--- src/rtl/serial_frame_rx.sv ---
// Purpose: deserialises opcode+data frames from a slow asynchronous serial link into r26/r27 words.
// Latency: ready rises SYNC_STAGES+2 clocks after the serial clock edge carrying the last frame bit.
// Backpressure: none on the serial side; an unacknowledged frame blocks new ones, which are dropped and flagged as overrun.
module serial_frame_rx #(
    parameter int SYNC_STAGES    = 2,
    parameter int TIMEOUT_CYCLES = 50000,
    parameter int OPCODE_BITS    = 8,
    parameter int DATA_BITS      = 32
) (
    input  logic                 clock,
    input  logic                 reset_not,
    input  logic                 serial_data_in,
    input  logic                 serial_clock_in,
    input  logic                 ack,
    output logic [DATA_BITS-1:0] rx_data,
    output logic [31:0]          rx_status,
    output logic                 busy
);

    localparam int FRAME_BITS = OPCODE_BITS + DATA_BITS;
    localparam int CNT_W      = $clog2(FRAME_BITS + 1);
    localparam int TO_W       = $clog2(TIMEOUT_CYCLES + 1);

    typedef enum logic [1:0] {
        ST_IDLE   = 2'd0,
        ST_SHIFT  = 2'd1,
        ST_COMMIT = 2'd2
    } state_t;

    state_t                   state;
    logic [SYNC_STAGES-1:0]   sclk_sync;
    logic [SYNC_STAGES-1:0]   sdat_sync;
    logic                     sclk_prev;
    logic                     sclk_s;
    logic                     sdat_s;
    logic                     serial_edge;
    logic [FRAME_BITS-1:0]    shreg;
    logic [FRAME_BITS-1:0]    shreg_next;
    logic [CNT_W-1:0]         bit_cnt;
    logic [TO_W-1:0]          to_cnt;
    logic [OPCODE_BITS-1:0]   opcode_q;
    logic                     ready_q;
    logic                     overrun_q;

    // Equal-depth synchronizers keep the data bit aligned with its clock edge.
    always_ff @(posedge clock or negedge reset_not) begin
        if (!reset_not) begin
            sclk_sync <= '0;
            sdat_sync <= '0;
            sclk_prev <= 1'b0;
        end else begin
            sclk_sync <= {sclk_sync[SYNC_STAGES-2:0], serial_clock_in};
            sdat_sync <= {sdat_sync[SYNC_STAGES-2:0], serial_data_in};
            sclk_prev <= sclk_sync[SYNC_STAGES-1];
        end
    end

    assign sclk_s      = sclk_sync[SYNC_STAGES-1];
    assign sdat_s      = sdat_sync[SYNC_STAGES-1];
    assign serial_edge = sclk_s & ~sclk_prev;
    assign shreg_next  = {shreg[FRAME_BITS-2:0], sdat_s};

    // Frame FSM: shifts bits MSB-first, discards stalled frames, commits full ones to the output words.
    always_ff @(posedge clock or negedge reset_not) begin
        if (!reset_not) begin
            state     <= ST_IDLE;
            shreg     <= '0;
            bit_cnt   <= '0;
            to_cnt    <= '0;
            busy      <= 1'b0;
            rx_data   <= '0;
            opcode_q  <= '0;
            ready_q   <= 1'b0;
            overrun_q <= 1'b0;
        end else begin
            case (state)
                ST_IDLE: begin
                    bit_cnt <= '0;
                    to_cnt  <= '0;
                    if (serial_edge) begin
                        shreg   <= shreg_next;
                        bit_cnt <= CNT_W'(1);
                        busy    <= 1'b1;
                        state   <= ST_SHIFT;
                    end
                end
                ST_SHIFT: begin
                    if (serial_edge) begin
                        shreg   <= shreg_next;
                        bit_cnt <= bit_cnt + CNT_W'(1);
                        to_cnt  <= '0;
                        if (bit_cnt == CNT_W'(FRAME_BITS - 1)) begin
                            busy  <= 1'b0;
                            state <= ST_COMMIT;
                        end
                    end else if (to_cnt == TO_W'(TIMEOUT_CYCLES - 1)) begin
                        // Stalled sender: throw away the partial frame, outputs untouched.
                        shreg   <= '0;
                        bit_cnt <= '0;
                        to_cnt  <= '0;
                        busy    <= 1'b0;
                        state   <= ST_IDLE;
                    end else begin
                        to_cnt <= to_cnt + TO_W'(1);
                    end
                end
                ST_COMMIT: begin
                    // An ack landing in this cycle frees the slot for the new frame.
                    if (!ready_q || ack) begin
                        rx_data   <= shreg[DATA_BITS-1:0];
                        opcode_q  <= shreg[FRAME_BITS-1:DATA_BITS];
                        ready_q   <= 1'b1;
                        overrun_q <= 1'b0;
                    end else begin
                        overrun_q <= 1'b1;
                    end
                    shreg   <= '0;
                    bit_cnt <= '0;
                    to_cnt  <= '0;
                    state   <= ST_IDLE;
                end
                default: begin
                    state <= ST_IDLE;
                end
            endcase

            if (ack && state != ST_COMMIT) begin
                ready_q   <= 1'b0;
                overrun_q <= 1'b0;
            end
        end
    end

    // Status word layout seen by the processor as r27.
    always_comb begin
        rx_status                    = '0;
        rx_status[0]                 = ready_q;
        rx_status[1]                 = overrun_q;
        rx_status[8 +: OPCODE_BITS]  = opcode_q;
    end

endmodule
--- config.mk ---
export PLATFORM = sky130hd
export DESIGN_NAME = serial_frame_rx
export DESIGN_NICKNAME = d
export VERILOG_FILES = /design/src/rtl/serial_frame_rx.sv
export SDC_FILE = /design/constraint.sdc
export NUM_CORES = 1
export LEC_CHECK = 0
export ABC_AREA = 1
export CAP_MARGIN = 20
export CELL_PAD_IN_SITES_DETAIL_PLACEMENT = 1
export CELL_PAD_IN_SITES_GLOBAL_PLACEMENT = 1
export CORE_MARGIN = 1.5
export CORE_UTILIZATION = 42
export CTS_CLUSTER_SIZE = 40
export DETAILED_ROUTE_END_ITERATION = 8
export HOLD_SLACK_MARGIN = 0.08
export PLACE_DENSITY_LB_ADDON = 0.25
export SLEW_MARGIN = 20
export SYNTH_ARGS = -nofsm -noshare
export SYNTH_HDL_FRONTEND = slang
export SYNTH_SLANG_ARGS = --single-unit
--- constraint.sdc ---
create_clock -name clock -period 2.2 [get_ports clock]
set_clock_uncertainty 0.15 [all_clocks]
set_input_delay 0.33 -clock clock [delete_from_list [all_inputs] [get_ports clock]]
set_output_delay 0.33 -clock clock [all_outputs]
set_load 0.02 [all_outputs]
==> run_results.csv, run 1 <==
group,metric,value,unit
clocking,clock_path_buffers,2,
clocking,cts.sinks,112,
worst_hold_path,min_from,"sdat_sync[0]",
clocking,clk_latency,0.35,ns
worst_setup_path,critPathMaxFanout,40,
flow_run,max_cap_violations,0,
final_layout,area_growth,15.6,%
logic_synthesis,synth_edf_count,0,
worst_setup_path,crit_slowest_cell,"dfrtp_1",
clocking,cts_root_buffer,"clkbuf_16",
logic_synthesis,netlist_top_cells_area,"dfrtp_1 (53%), nand2_1 (19%), o21ai_2 (7.4%), buf_4 (3.5%), nor2_1 (3.1%)",
power_and_ir_drop,total_power,0.00486,W
sta,slew_viol_final,0,
logic_synthesis,synth-simple-area-share,27.2,%
clocking,cts_resized,0,
worst_setup_path,crit_arrival,2.09,ns
logic_synthesis,synth_top_family_by_area,"simple AND/OR/NAND/NOR gates",
clocking,numCtsBuffers,9,
clocking,cts_tree,"built",
placement,gp_congestion,0.814,
worst_setup_path,end_kind,"flop",
worst_setup_path,path_cells,"inv_1 -> ha_1 -> inv_1 -> nor2_2 -> inv_2 -> nand2_2 -> buf_12 -> nand2_1 -> o21ai_2",
power_and_ir_drop,pwr-share-clk,32.0,%
clocking,cts-hold-fix-buffers,1,
logic_synthesis,ys_ff_latch,112,
floorplanning,die_w,116,um
global_routing,grt_pass1_vias,4300,
placement,post-dp-hpwl,8200,um
worst_hold_path,min_to,"sdat_sync[1]",
route,vias_per_cell,4.87,
sta,min_period_over_period,88.8,%
global_routing,grt_max_degree,55,
floorplanning,rows,40,
route,num_vias,4090,
worst_setup_path,r2r-start,"state[1]",
power_and_ir_drop,p_switching,0.00161,W
route,first_pass_iters,4,
sta,setup_viol,0,
power_and_ir_drop,pwr-share-comb,20.8,%
floorplanning,dieHeight,116,um
logic_synthesis,synth_common_cells,"nand2_1 (273), dfrtp_1 (112), o21ai_2 (45)",
power_and_ir_drop,p_seq_share,47.2,%
global_routing,antenna_found_initial,0,
floorplanning,core,0.0122,mm^2
power_and_ir_drop,p_per_area,789,mW/mm^2
worst_setup_path,worst_path_most_repeated_cell,"inv_1",
logic_synthesis,synth_area_leader_cell,"dfrtp_1",
route,ant_nets,0,
worst_setup_path,max_stage_delay,0.42,ns
worst_setup_path,reg2reg_slack,0.25,ns
power_and_ir_drop,intPower,0.00325,W
worst_setup_path,required,2.33,ns
global_routing,overflow,0,
final_layout,utilization,50.5,%
outcome,status,"finished, final reports clean",
final_layout,drive_gt1_share,12.8,%
clocking,cts_setup_buffers,0,
worst_setup_path,timing.critical_path.buf_inv,4,
floorplanning,initial_core_util,43.7,%
logic_synthesis,synth_xor_area_share,1.31,%
worst_hold_path,hold_path_depth,0,
final_layout,antennaDiodeCount,0,
route,first_iter_violations,218,
final_layout,nets,678,
clocking,htreeDepth,3,
worst_setup_path,critPathKind,"reg -> reg",
logic_synthesis,syn_avg_cell_area,8.55,um^2
logic_synthesis,synthAdderAreaFrac,1.64,%
logic_synthesis,synth_seq_area_share,52.6,%
worst_setup_path,rr_worst_depth,9,
worst_setup_path,r2r_end,"shreg[15]",
logic_synthesis,yosys-mux-area-fraction,0.188,%
clocking,clkSlewWorstSetupHoldPaths,0.08,ns
worst_setup_path,startpoint_type,"flop",
logic_synthesis,synth_cells,624,
power_and_ir_drop,vdd_drop_max,0.584,mV
worst_hold_path,hold_class,"reg -> reg",
global_routing,track_usage,19.9,%
sta,whs,0.203,ns
floorplanning,io_pins,70,
logic_synthesis,yosysUniqueCellTypes,27,
sta,clock.fmax,0.512,GHz
power_and_ir_drop,p_sw_share,33.2,%
logic_synthesis,yosysMostFrequentCell,"nand2_1",
logic_synthesis,ys_warn_count,0,
sta,setup_tns,0,ns
power_and_ir_drop,p_leak,2.99,nW
logic_synthesis,synthDominantCellAreaShare,52.6,%
floorplanning,die_area,0.0134,mm^2
global_routing,grt_pass1_wl,20700,um
sta,hold_viol,0,
logic_synthesis,synth_compound_area_share,7.98,%
worst_setup_path,cp_top_family,"buffers and inverters",
placement,io_buffers,47,
logic_synthesis,synthFlopType,"dfrtp_1",
sta,grt_setup_unrepaired,"false",
route,drc,0,
route,postRouteWirelength,12000,um
logic_synthesis,synth-async-reset-ratio,100,%
sta,fin_crit,1.95,ns
route,avgRoutedWirePerCell,14.3,um
logic_synthesis,syn-cell-area,0.00533,mm^2
stage by stage:
| step | setup WS [ns] | instance area, um^2 | cells |
|---|---|---|---|
| after floorplan | 0.511 | 5410 | 645 |
| after global placement | 0.357 | 5880 | 822 |
| after detailed placement | 0.268 | 5880 | 822 |
| after CTS | 0.224 | 6160 | 839 |
| after global routing | 0.0864 | 6160 | 839 |
| final | 0.247 | 6160 | 839 |
cell families (layout without fill, tap and decap cells):
logic type	count (synthesis)	in the layout
compound gates	51	51
xor+xnor	8	8
mux	1	1
flops	112	112
other cells	1	22
fa+ha+maj	7	7
buf+inv	84	110
simple gates	360	360
final cells by class:
cell class,count,area (um^2)
fillers,1486,6050
clock inverters,7,52.6
clock buffers,9,225
inverters,37,139
flip-flops and latches,112,2800
well taps,168,210
repair buffers,57,608
multi-input cells,449,2130
per-layer routing:
layer,GRT usage (%),share of wire [%],up-vias
met5,0,0,-
met4,5.85,1.4,0
met3,4.65,2.9,14
met2,34.3,52,57
met1,25.0,44,2059
li1,-,-,1960
power by group through the flow:
stage               sequential, W  combinational (W)  clock, W
global placement          0.00233           0.000980         0
detailed placement        0.00233            0.00102         0
global route              0.00231            0.00113   0.00169
finish                    0.00230            0.00101   0.00155
floorplan                 0.00231           0.000889         0
CTS                       0.00230            0.00104   0.00161
cells in the final DEF (no fill, tap or decap), types with 7 or more instances in the layout:
cell,count
ha_1,7
o21ai_2,45
clkbuf_16,9
nand4_1,7
inv_1,33
clkdlybuf4s50_1,46
nand3_1,21
nor2_1,44
nand2_1,273
dfrtp_1,112
conb_1,22
state kept, by name, indices dropped and copies added (netlist names):
| register | count |
|---|---|
| sclk_prev | 1 |
| sdat_sync | 2 |
| sclk_sync | 2 |
| shreg | 40 |
| rx_data | 32 |
| overrun_q | 1 |
| to_cnt | 16 |
| bit_cnt | 6 |
| opcode_q | 8 |
| busy | 1 |
| ready_q | 1 |
| state | 2 |
how the worst max path moves through the flow:
| stage | from | cells past startpoint | endpoint | slack [ns] |
|---|---|---|---|---|
| after floorplan | state[1] | 9 | shreg[0] | 0.51 |
| after global placement | state[1] | 9 | shreg[20] | 0.36 |
| after detailed placement | state[1] | 9 | shreg[36] | 0.27 |
| after CTS | state[1] | 9 | shreg[6] | 0.22 |
| after global routing | state[1] | 9 | shreg[20] | 0.09 |
| final | state[1] | 9 | shreg[15] | 0.25 |
No activity file was read; power rests on OpenSTA's default activity.
==> run 2, diff against run 1 <==
CAP_MARGIN = 10   (was 20)
CORE_UTILIZATION = 45   (was 42)
clock period = 2.5 ns   (was 2.2 ns; I/O delays follow)
==> run_results.csv, run 2 (synthesis gave the netlist of run 1 again) <==
group,metric,value,unit
outcome,status,"finished, final reports clean",
sta,setup_viol,0,
clocking,clk_latency,0.35,ns
clocking,cts_tree,"built",
clocking,numCtsBuffers,9,
power_and_ir_drop,p_leak,2.98,nW
final_layout,top_register,"shreg",
route,ant_nets,0,
global_routing,grt.busiest_layer,"met2",
floorplanning,die_area,0.0125,mm^2
final_layout,drive_gt1_share,12.8,%
sta,whs,0.203,ns
clocking,htreeDepth,3,
route,postRouteWirelength,12100,um
floorplanning,initial_core_util,46.5,%
final_layout,largest_reg_flops,40,
route,first_iter_violations,212,
flow_run,max_cap_violations,0,
sta,slew_viol_final,0,
floorplanning,die_w,112,um
final_layout,final_cell_mix,"nand2_1 (273), dfrtp_1 (112), clkdlybuf4s50_1 (46)",
clocking,cts_root_buffer,"clkbuf_16",
route,num_vias,4067,
global_routing,use_met3,4.68,%
worst_setup_path,path_cells,"inv_1 -> ha_1 -> inv_1 -> nor2_1 -> nor2_1 -> nand2_4 -> buf_12 -> nand2_1 -> o21ai_2",
route,first_pass_iters,4,
floorplanning,rows,39,
final_layout,mostFrequentLayoutCell,"nand2_1",
worst_setup_path,critPathKind,"reg -> reg",
final_layout,nets,679,
floorplanning,dieHeight,112,um
sta,worst_pin_slew,0.548,ns
global_routing,overflow,0,
worst_setup_path,startpoint_type,"flop",
floorplanning,core,0.0115,mm^2
final_layout,reg_top3,"shreg (40), rx_data (32), to_cnt (16)",
global_routing,track_usage,20.5,%
floorplanning,io_pins,70,
final_layout,antennaDiodeCount,0,
sta,setup_tns,0,ns
global_routing,grt_pass1_vias,4401,
global_routing,antenna_found_initial,0,
clocking,cts.sinks,112,
final_layout,area_growth,14.7,%
route,vias_per_cell,5.00,
placement,io_buffers,47,
global_routing,grt_max_degree,54,
route,avgRoutedWirePerCell,14.9,um
power_and_ir_drop,p_per_area,702,mW/mm^2
sta,hold_viol,0,
worst_setup_path,crit_arrival,2.28,ns
placement,gp_congestion,0.818,
worst_setup_path,end_kind,"flop",
worst_hold_path,hold_class,"reg -> reg",
global_routing,grt_pass1_wl,21000,um
sta,slew_headroom,63.4,%
sta,clock.fmax,0.465,GHz
route,drc,0,
worst_setup_path,critPathMaxFanout,38,
placement,post-dp-hpwl,8260,um
clocking,clock_path_buffers,2,
worst_setup_path,required,2.63,ns
power_and_ir_drop,vdd_drop_max,0.555,mV
worst_setup_path,crit_slowest_cell,"dfrtp_1",
global_routing,grt_use_met2,36.1,%
sta,fin_crit,2.15,ns
sta,grt_setup_unrepaired,"false",
global_routing,grtUsageMet1,25.7,%
worst_setup_path,max_stage_delay,0.44,ns
clocking,clkSlewWorstSetupHoldPaths,0.07,ns
sta,min_period_over_period,86.0,%
-- run 2: power breakdown --
part	switching (W)	internal, W
logic	0.000641	0.000250
registers	0.000106	0.00192
clock network	0.000668	0.000707
-- run 2: what timing repair did --
action / in CTS / in global routing
resized for setup: 0 / 0
endpoints found under the hold margin: 39 / 0
hold buffers: 1 / 0
setup buffers: 0 / 0
-- run 2: critical path: cells and delay by family (launching register included) --
kind / cells / cell delay [ns]
AO/OA/AOI/OAI: 1 / 0.07
flip-flops: 1 / 0.44
adder cells (fa/ha/maj): 1 / 0.24
AND/OR/NAND/NOR: 4 / 0.68
buffers and inverters: 3 / 0.47
-- run 2: worst paths after layout --
| check | slack, ns | depth (start not counted) | from | to |
|---|---|---|---|---|
| worst max-delay path | 0.35 | 9 | state[0] | shreg[27] |
| worst min-delay path | 0.20 | 0 | sdat_sync[0] | sdat_sync[1] |
| worst max register to register | 0.35 | 9 | state[0] | shreg[27] |
| worst min register to register | 0.20 | 0 | sdat_sync[0] | sdat_sync[1] |
| max in group asynchronous | 1.12 | 3 | reset_not | shreg[15] |
| min in group asynchronous | 0.41 | 2 | reset_not | to_cnt[14] |
-- run 2: routing by layer --
| metal | routed length (um) | part of all wire (%) |
|---|---|---|
| met1 | 5360 | 44 |
| met5 | 0 | 0 |
| met4 | 136 | 1.1 |
| met2 | 6290 | 52 |
| met3 | 336 | 2.8 |
-- run 2: area by class of cell --
type	instances	area, um^2
clock buffer	10	239
clock inverter	5	40.0
fill	1372	5350
inverter	37	139
multi-input combinational	449	2130
sequential	112	2800
tap	143	179
timing repair buffer	58	591
-- run 2: through the flow --
step                cells  setup WS (ns)  util [%]  cell area (um^2)  power, W
finish                814          0.350      53.3              6120   0.00429
global route          814          0.153      53.3              6120   0.00450
CTS                   814          0.347      53.3              6120   0.00435
detailed placement    798          0.378      50.8              5830   0.00295
global placement      798          0.530      50.8              5830   0.00291
floorplan             645          0.811         -              5410   0.00282
